$ cat src/rtl/mem_arb_pkg.sv
// Shared types and constants for the memory port arbiter.
package mem_arb_pkg;

  typedef enum logic [1:0] {
    IDLE  = 2'd0,
    ACC_I = 2'd1,
    ACC_D = 2'd2,
    WAIT  = 2'd3
  } arb_state_t;

  localparam logic OWN_I = 1'b0;
  localparam logic OWN_D = 1'b1;

  localparam int unsigned MAX_RD_LAT = 4;

endpackage

$ cat src/rtl/mem_port_arbiter.sv
// Shares one memory port between the fetch and load/store requesters, one access at a time.
// Optional MEM_ARB_ROUND_ROBIN_EN replaces fixed data-over-fetch priority with alternation.
module mem_port_arbiter
  import mem_arb_pkg::*;
#(
  parameter int unsigned AW     = 32,
  parameter int unsigned DW     = 32,
  parameter int unsigned RD_LAT = 1
) (
  input  logic          CLK,
  input  logic          RESET,
  input  logic          I_REQ,
  input  logic [AW-1:0] I_ADDR,
  output logic          I_GNT,
  output logic          I_RVALID,
  output logic [DW-1:0] I_RDATA,
  input  logic          D_REQ,
  input  logic          D_WE,
  input  logic [AW-1:0] D_ADDR,
  input  logic [DW-1:0] D_WDATA,
  output logic          D_GNT,
  output logic          D_RVALID,
  output logic [DW-1:0] D_RDATA,
  output logic          MEM_EN,
  output logic          MEM_WR,
  output logic [AW-1:0] MEM_ADDR,
  output logic [DW-1:0] MEM_WDATA,
  input  logic [DW-1:0] MEM_RDATA,
  output logic          BUSY,
  output logic [1:0]    ARB_STATE
);

  localparam logic [1:0] CNT_LOAD = 2'(RD_LAT - 1);

  arb_state_t state, state_nxt;
  logic       owner;
  logic [1:0] cnt;
  logic       pick_d;
  logic       rd_done;

`ifdef MEM_ARB_ROUND_ROBIN_EN
  logic last_own;

  // On a tie the requester not served last time wins.
  assign pick_d = D_REQ & (~I_REQ | (last_own == OWN_I));

  always_ff @(posedge CLK) begin
    if (RESET) begin
      last_own <= OWN_I;
    end else if (state == IDLE) begin
      if (state_nxt == ACC_D)      last_own <= OWN_D;
      else if (state_nxt == ACC_I) last_own <= OWN_I;
    end
  end
`else
  assign pick_d = D_REQ;
`endif

  always_comb begin
    state_nxt = state;
    case (state)
      IDLE: begin
        if (pick_d)     state_nxt = ACC_D;
        else if (I_REQ) state_nxt = ACC_I;
      end
      ACC_I: state_nxt = WAIT;
      ACC_D: state_nxt = D_WE ? IDLE : WAIT;
      WAIT:  if (cnt == 2'd0) state_nxt = IDLE;
      default: state_nxt = IDLE;
    endcase
  end

  // Address/data are captured on the grant decision so they are valid during
  // ACC_x and simply hold afterwards without extra muxing.
  always_ff @(posedge CLK) begin
    if (RESET) begin
      state     <= IDLE;
      owner     <= OWN_I;
      cnt       <= '0;
      MEM_ADDR  <= '0;
      MEM_WDATA <= '0;
    end else begin
      state <= state_nxt;
      case (state)
        IDLE: begin
          if (state_nxt == ACC_D) begin
            owner     <= OWN_D;
            MEM_ADDR  <= D_ADDR;
            MEM_WDATA <= D_WDATA;
          end else if (state_nxt == ACC_I) begin
            owner    <= OWN_I;
            MEM_ADDR <= I_ADDR;
          end
        end
        ACC_I, ACC_D: cnt <= CNT_LOAD;
        WAIT:         if (cnt != 2'd0) cnt <= cnt - 2'd1;
        default: ;
      endcase
    end
  end

  assign I_GNT     = (state == ACC_I);
  assign D_GNT     = (state == ACC_D);
  assign MEM_EN    = I_GNT | D_GNT;
  assign MEM_WR    = D_GNT & D_WE;
  assign rd_done   = (state == WAIT) && (cnt == 2'd0);
  assign I_RVALID  = rd_done & (owner == OWN_I);
  assign D_RVALID  = rd_done & (owner == OWN_D);
  assign I_RDATA   = I_RVALID ? MEM_RDATA : '0;
  assign D_RDATA   = D_RVALID ? MEM_RDATA : '0;
  assign BUSY      = (state != IDLE);
  assign ARB_STATE = state;

endmodule

$ cat config.mk
export PLATFORM = sky130hd
export DESIGN_NAME = mem_port_arbiter
export DESIGN_NICKNAME = d
export VERILOG_FILES = /design/src/rtl/mem_arb_pkg.sv /design/src/rtl/mem_port_arbiter.sv
export SDC_FILE = /design/constraint.sdc
export NUM_CORES = 1
export LEC_CHECK = 0
export CAP_MARGIN = 25
export CORE_AREA = 2 2 105 107
export CTS_BUF_LIST = sky130_fd_sc_hd__clkbuf_16
export CTS_CLUSTER_DIAMETER = 120
export CTS_CLUSTER_SIZE = 14
export DETAILED_ROUTE_END_ITERATION = 16
export DIE_AREA = 0 0 107 109
export HOLD_SLACK_MARGIN = 0.1
export PLACE_DENSITY = 0.84
export SLEW_MARGIN = 20
export SYNTH_ARGS = -nofsm -noshare
export SYNTH_HDL_FRONTEND = slang
export SYNTH_SLANG_ARGS = --single-unit
$ cat constraint.sdc
create_clock -name CLK -period 5.1 [get_ports CLK]
set_input_delay 1.02 -clock CLK [delete_from_list [all_inputs] [get_ports CLK]]
set_output_delay 1.02 -clock CLK [all_outputs]
set_load 0.005 [all_outputs]
==> reports/summary.txt, run 1 <==
outcome -> finished clean
unrepaired setup endpoints after global routing -> no
f_max -> 276 MHz
die footprint -> 0.0117 mm^2
Worst EP arrival -> 2.61 ns
static leakage -> 2.44 nW
synthesized area -> 0.00348 mm^2
Syn Nets -> 538
initial drt markers -> 143
number of global-route vias before repair -> 3,632
PD cells -> 355 mW/mm^2
GP Congestion -> 0.792
Worst Path Required -> 4.08 ns
IO Port Bufs -> 269
root buffer cell -> clkbuf_16
Crit. Startpoint -> ARB_STATE[1]
worst reg2reg startpoint -> ARB_STATE[0]
Clk Latency, worst-skew pair -> 0.32 ns
area leader, netlist -> dfxtp_1
row count -> 38
largest family of logic cells by synthesized area -> simple AND/OR/NAND/NOR gates
crit path capture type -> primary output
CP Class -> register to primary output
diode count -> 0
Seq/Total Area, Yosys -> 39.7%
adder-cell share of the synthesized area -> 2.51%
largest net degree at the start of global routing -> 70
initial antenna violation count -> 0
HP Class -> register to register
max_cap viols -> 0
most area-consuming cells after synthesis -> dfxtp_1 (40%), and2_1 (12%), mux2i_1 (9.5%)
post-synthesis xor/xnor area fraction -> 0%
R2R setup slack -> 2.14 ns
Worst-Margin Slew -> 0.823 ns
post-CTS resize count -> 0
global-route wire length before repair -> 17,300 um
TritonCTS Buffers -> 9
VDD IR-drop max -> 0.217 mV
Die Width -> 107 um
post-CTS setup buffers -> 0
fin crit share -> 71.2%
Layout Nets -> 791
multiplexer share of the synthesized area -> 9.48%
die height -> 109 um
CTS tree -> yes
total grt overflow -> 0
nature of the critical path startpoint -> register
compound-cell area share of the yosys netlist -> 16.2%
final worst path period need -> 3.63 ns
R2R Path End -> MEM_ADDR[30]
final setup skew -> 0.00319 ns
final-report hold violation count -> 0
synth warn -> 0
Reg2Reg Depth -> 10
setup TNS -> 0 ns
top-area cell type share of the netlist area -> 39.7%
DRT Wirelength -> 11,500 um
max_slew headroom -> 45.1%
ys async rst share -> 0%
Tot Pwr -> 0.00230 W
Slew Limit Fails -> 0
vias -> 3,619
count of filler cells inserted in the layout -> 896
share of post-route cells with drive strength above 1 -> 6.71%
Initial Util -> 32.9%
Place WS -> 1.52 ns
TritonRoute pass-1 iters -> 6
cts hold-fix bufs -> 0
DR vias/cell -> 4.55
final worst setup slack -> 1.47 ns
area grow syn2layout -> 85.6%
DPL Wire Length -> 9330 um
DR WL/cell -> 14.5 um
H-tree levels -> 3
#FFs+latches synth -> 69
library cells used by synthesis -> 27
final-report setup violation count -> 0
Longest Clk Path Bufs -> 2
Mapped Cells -> 398
CTS Sinks -> 69
I/O pins -> 270
syn avg cell area -> 8.75 um^2
Top FF cell, synth -> dfxtp_1
Post-synth EDFFs -> 0
All-Layer GR Usage -> 18.6%
crit path max fanout -> 33
area of the core -> 0.0106 mm^2
DRT antenna net count -> 0
Reg clk slew, reported paths -> 0.06 ns
DRC Markers -> 0
CP endpoint -> I_RDATA[0]
simple-gate share of the synthesized area -> 25.3%
## layout by cell type, fill, tap and decap left out, drive strengths merged, types with 2 or more instances in the layout
cell,count
a211oi,32
a21oi,34
and2,67
and2b,2
and3,2
buf,6
clkbuf,9
clkdlybuf4s50,268
clkinv,4
clkinvlp,2
dfxtp,69
ha,7
inv,6
mux2i,33
nand2,65
nand2b,2
nor2,36
nor2b,2
nor3,3
## cell type report
type	instances	area (um^2)	area share (%)
Multi-Input combinational cell	291	1870	28.9
Clock buffer	9	225	3.48
Timing Repair Buffer	274	2730	42.2
Clock inverter	7	66.3	1.03
Sequential cell	69	1380	21.4
Tap cell	140	175	2.71
Inverter	6	22.5	0.348
## routing by layer
layer	global-route usage (%)	share of wire [%]	routed length, um
met5	0	0	0
met4	6.49	2.3	265
met1	18.6	36	4150
met3	5.50	7.5	866
met2	36.6	54	6250
## synth_stat cells, drive strengths merged (3+ instances only)
master,number
dfxtp,69
mux2i,33
a21oi,34
nor2,36
inv,6
nand2,65
nor3,3
clkbuf,10
a211oi,32
buf,22
ha,7
and2,67
## flip-flops by register name (all words and copies together) (netlist names)
| signal | flops |
|---|---|
| MEM_ADDR | 32 |
| owner | 1 |
| MEM_WDATA | 32 |
| ARB_STATE | 2 |
| cnt | 2 |
## power by group
group          total [W]  internal [W]  switching (W)
Sequential      0.000740      0.000671      0.0000693
Combinational   0.000957      0.000528       0.000429
Clock           0.000600      0.000375       0.000226
## through the flow
| step | hold slack [ns] | instance area [um^2] | instances | util, % |
|---|---|---|---|---|
| after floorplan | 0.453 | 3480 | 398 | - |
| after global placement | 0.441 | 6160 | 779 | 58.1 |
| after detailed placement | 0.450 | 6160 | 779 | 58.1 |
| after CTS | 0.458 | 6450 | 795 | 60.9 |
| after global routing | 0.473 | 6470 | 796 | 61.0 |
| final | 0.458 | 6470 | 796 | 61.0 |
## worst min-delay path by stage
stage,to,cells past startpoint,start
6_report,MEM_WDATA[2],2,MEM_WDATA[2]
5_1_grt,MEM_WDATA[21],2,MEM_WDATA[21]
4_1_cts,MEM_WDATA[15],2,MEM_WDATA[15]
3_5_place_dp,MEM_WDATA[15],2,MEM_WDATA[15]
3_3_place_gp,MEM_WDATA[25],2,MEM_WDATA[25]
2_1_floorplan,MEM_WDATA[0],2,MEM_WDATA[0]
## cells by family after synthesis
kind of cell / Yosys count
muxes: 33
buffers and inverters: 38
AOI/OAI and AO/OA: 71
DFF: 69
and+or+nand+nor: 180
adders and majority gates: 7
## critical path, cell delays in order, from the launching register on
cell,delay (ns)
dfxtp_1,0.48
ha_1,0.26
and2_1,0.18
and2b_1,0.64
and2_1,0.22
clkdlybuf4s50_1,0.51
Power figures use the tool's default switching activity.
==> run 2: changes to the inputs <==
clock period = 3.35 ns   (was 5.1 ns; I/O delays follow)
==> reports/summary.txt, run 2 (synthesis results as in run 1) <==
CP most frequent cell -> and2_1 (unchanged)
share of post-route cells with drive strength above 1 -> 6.98% (was 6.71%)
critical path cell sequence -> ha_1 > and2_1 > and2b_1 > buf_4 > and2_1 > clkdlybuf4s50_1 (was ha_1 > and2_1 > and2b_1 > and2_1 > clkdlybuf4s50_1)
Worst Path Required -> 2.68 ns (was 4.08 ns)
GP Congestion -> 0.827 (was 0.792)
Buf/Inv on CP -> 2 (was 1)
global-route wire length before repair -> 17,700 um (was 17,300 um)
max_slew headroom -> 43.8% (was 45.1%)
Reg2Reg Depth -> 10 (unchanged)
final worst path period need -> 2.96 ns
H-tree levels -> 3 (unchanged)
IO Port Bufs -> 269 (unchanged)
slowest stage cell, crit path -> clkdlybuf4s50_1 (was and2b_1)
critical path depth -> 6 (was 5)
CP Class -> register to primary output (unchanged)
PD cells -> 532 mW/mm^2 (was 355 mW/mm^2)
All-Layer GR Usage -> 19.2% (was 18.6%)
diode count -> 0 (unchanged)
initial drt markers -> 146 (was 143)
total grt overflow -> 0 (unchanged)
fin crit share -> 88.5%
post-layout util -> 61.1% (was 61.0%)
slowest stage delay, CP -> 0.50 ns (was 0.64 ns)
TritonRoute pass-1 iters -> 4 (was 6)
max_cap viols -> 0 (unchanged)
CTS Sinks -> 69 (unchanged)
Layout Nets -> 794 (was 791)
root buffer cell -> clkbuf_16 (unchanged)
Die Width -> 107 um (unchanged)
met2 usage -> 37.9% (was 36.6%)
DRT antenna net count -> 0 (unchanged)
row count -> 38 (unchanged)
post-CTS setup buffers -> 0 (unchanged)
cts hold-fix bufs -> 0 (unchanged)
crit path max fanout -> 33 (unchanged)
area of the core -> 0.0106 mm^2 (unchanged)
post-CTS resize count -> 0 (unchanged)
setup TNS -> 0 ns (unchanged)
DRC Markers -> 0 (unchanged)
Initial Util -> 32.9% (unchanged)
Hold Slack -> 0.456 ns (was 0.458 ns)
DPL Wire Length -> 9390 um (was 9330 um)
TritonCTS Buffers -> 9 (unchanged)
CTS tree -> yes (unchanged)
DR vias/cell -> 4.60 (was 4.55)
Slew Limit Fails -> 0 (unchanged)
final-report setup violation count -> 0 (unchanged)
outcome -> finished clean (unchanged)
crit path capture type -> primary output (unchanged)
most frequent cells in the layout -> clkdlybuf4s50_1 (268), dfxtp_1 (69), and2_1 (67) (was clkdlybuf4s50_1 (268), dfxtp_1 (69), and2_1 (66))
vias -> 3,679 (was 3,619)
Worst-Margin Slew -> 0.843 ns (was 0.823 ns)
I/O pins -> 270 (unchanged)
DR WL/cell -> 14.7 um (was 14.5 um)
f_max -> 337 MHz
top flop regs -> MEM_ADDR (32), MEM_WDATA (32) (unchanged)
unrepaired setup endpoints after global routing -> no (unchanged)
die footprint -> 0.0117 mm^2 (unchanged)
static leakage -> 2.46 nW (was 2.44 nW)
Reg clk slew, reported paths -> 0.05 ns (was 0.06 ns)
final setup skew -> 0.00916 ns (was 0.00319 ns)
area grow syn2layout -> 86.0% (was 85.6%)
largest net degree at the start of global routing -> 70 (unchanged)
Clk Latency, worst-skew pair -> 0.33 ns (was 0.32 ns)
GRT busiest layer -> met2 (unchanged)
Worst EP arrival -> 2.29 ns (was 2.61 ns)
HP Class -> register to register (unchanged)
DRT Wirelength -> 11,700 um (was 11,500 um)
initial antenna violation count -> 0 (unchanged)
GRT met3 Usage -> 6.10% (was 5.50%)
Longest Clk Path Bufs -> 2 (unchanged)
commonest non-fill, non-tap cell in the layout -> clkdlybuf4s50_1 (unchanged)
crit-path leading delay family -> buffers and inverters (was simple AND/OR/NAND/NOR gates)
die height -> 109 um (unchanged)
hold path depth -> 2 (unchanged)
VDD IR-drop max -> 0.303 mV (was 0.217 mV)
nature of the critical path startpoint -> register (unchanged)
number of global-route vias before repair -> 3,677 (was 3,632)
met1 Usage GRT -> 18.0% (was 18.6%)
final-report hold violation count -> 0 (unchanged)
[run 2: cell count changes in the layout (fill, tap and decap cells not counted), moves of 2 or more]
cell	change
clkinv_2	+3
buf_12	+2
buf_4	+2
clkinv_1	-2
inv_1	+2
[run 2: path summary, 6_finish.rpt]
kind	from	endpoint	slack [ns]
min	MEM_WDATA[8]	MEM_WDATA[8]	0.46
max	ARB_STATE[1]	I_RDATA[23]	0.39
min reg2reg	MEM_WDATA[8]	MEM_WDATA[8]	0.46
max reg2reg	ARB_STATE[0]	MEM_ADDR[27]	0.66
[run 2: through the flow]
stage	worst slack [ns]	instances	cell area [um^2]	power [W]
6_report	0.386	799	6480	0.00345
5_1_grt	0.205	799	6480	0.00367
4_1_cts	0.354	799	6480	0.00349
3_5_place_dp	0.398	783	6220	0.00265
3_3_place_gp	0.529	783	6220	0.00260
2_1_floorplan	1.10	398	3480	0.00195
[run 2: cell type report]
class | instances | area [um^2]
clock buffer | 9 | 225
clock inverter | 7 | 35.0
fill | 898 | 4130
inverter | 6 | 22.5
multi-input combinational | 291 | 1870
sequential | 69 | 1380
tap | 140 | 175
timing repair buffer | 277 | 2770
[run 2: power by group]
group          leakage [nW]  internal, W  switching [W]  total [W]
clock network         0.137     0.000489       0.000338   0.000827
registers             0.568      0.00102       0.000108    0.00113
logic                  1.76     0.000829       0.000662    0.00149
[run 2: worst min-delay path: stages (launching register included)]
cell and delay (ns):
dfxtp_1 0.30, nand2_1 0.05, a21oi_1 0.05
[run 2: metal layers]
layer  vias up  routed length, um
li1       1837                  -
met1      1663               4060
met2       165               6430
met3        14               1020
met4         0                204
met5         -                  0
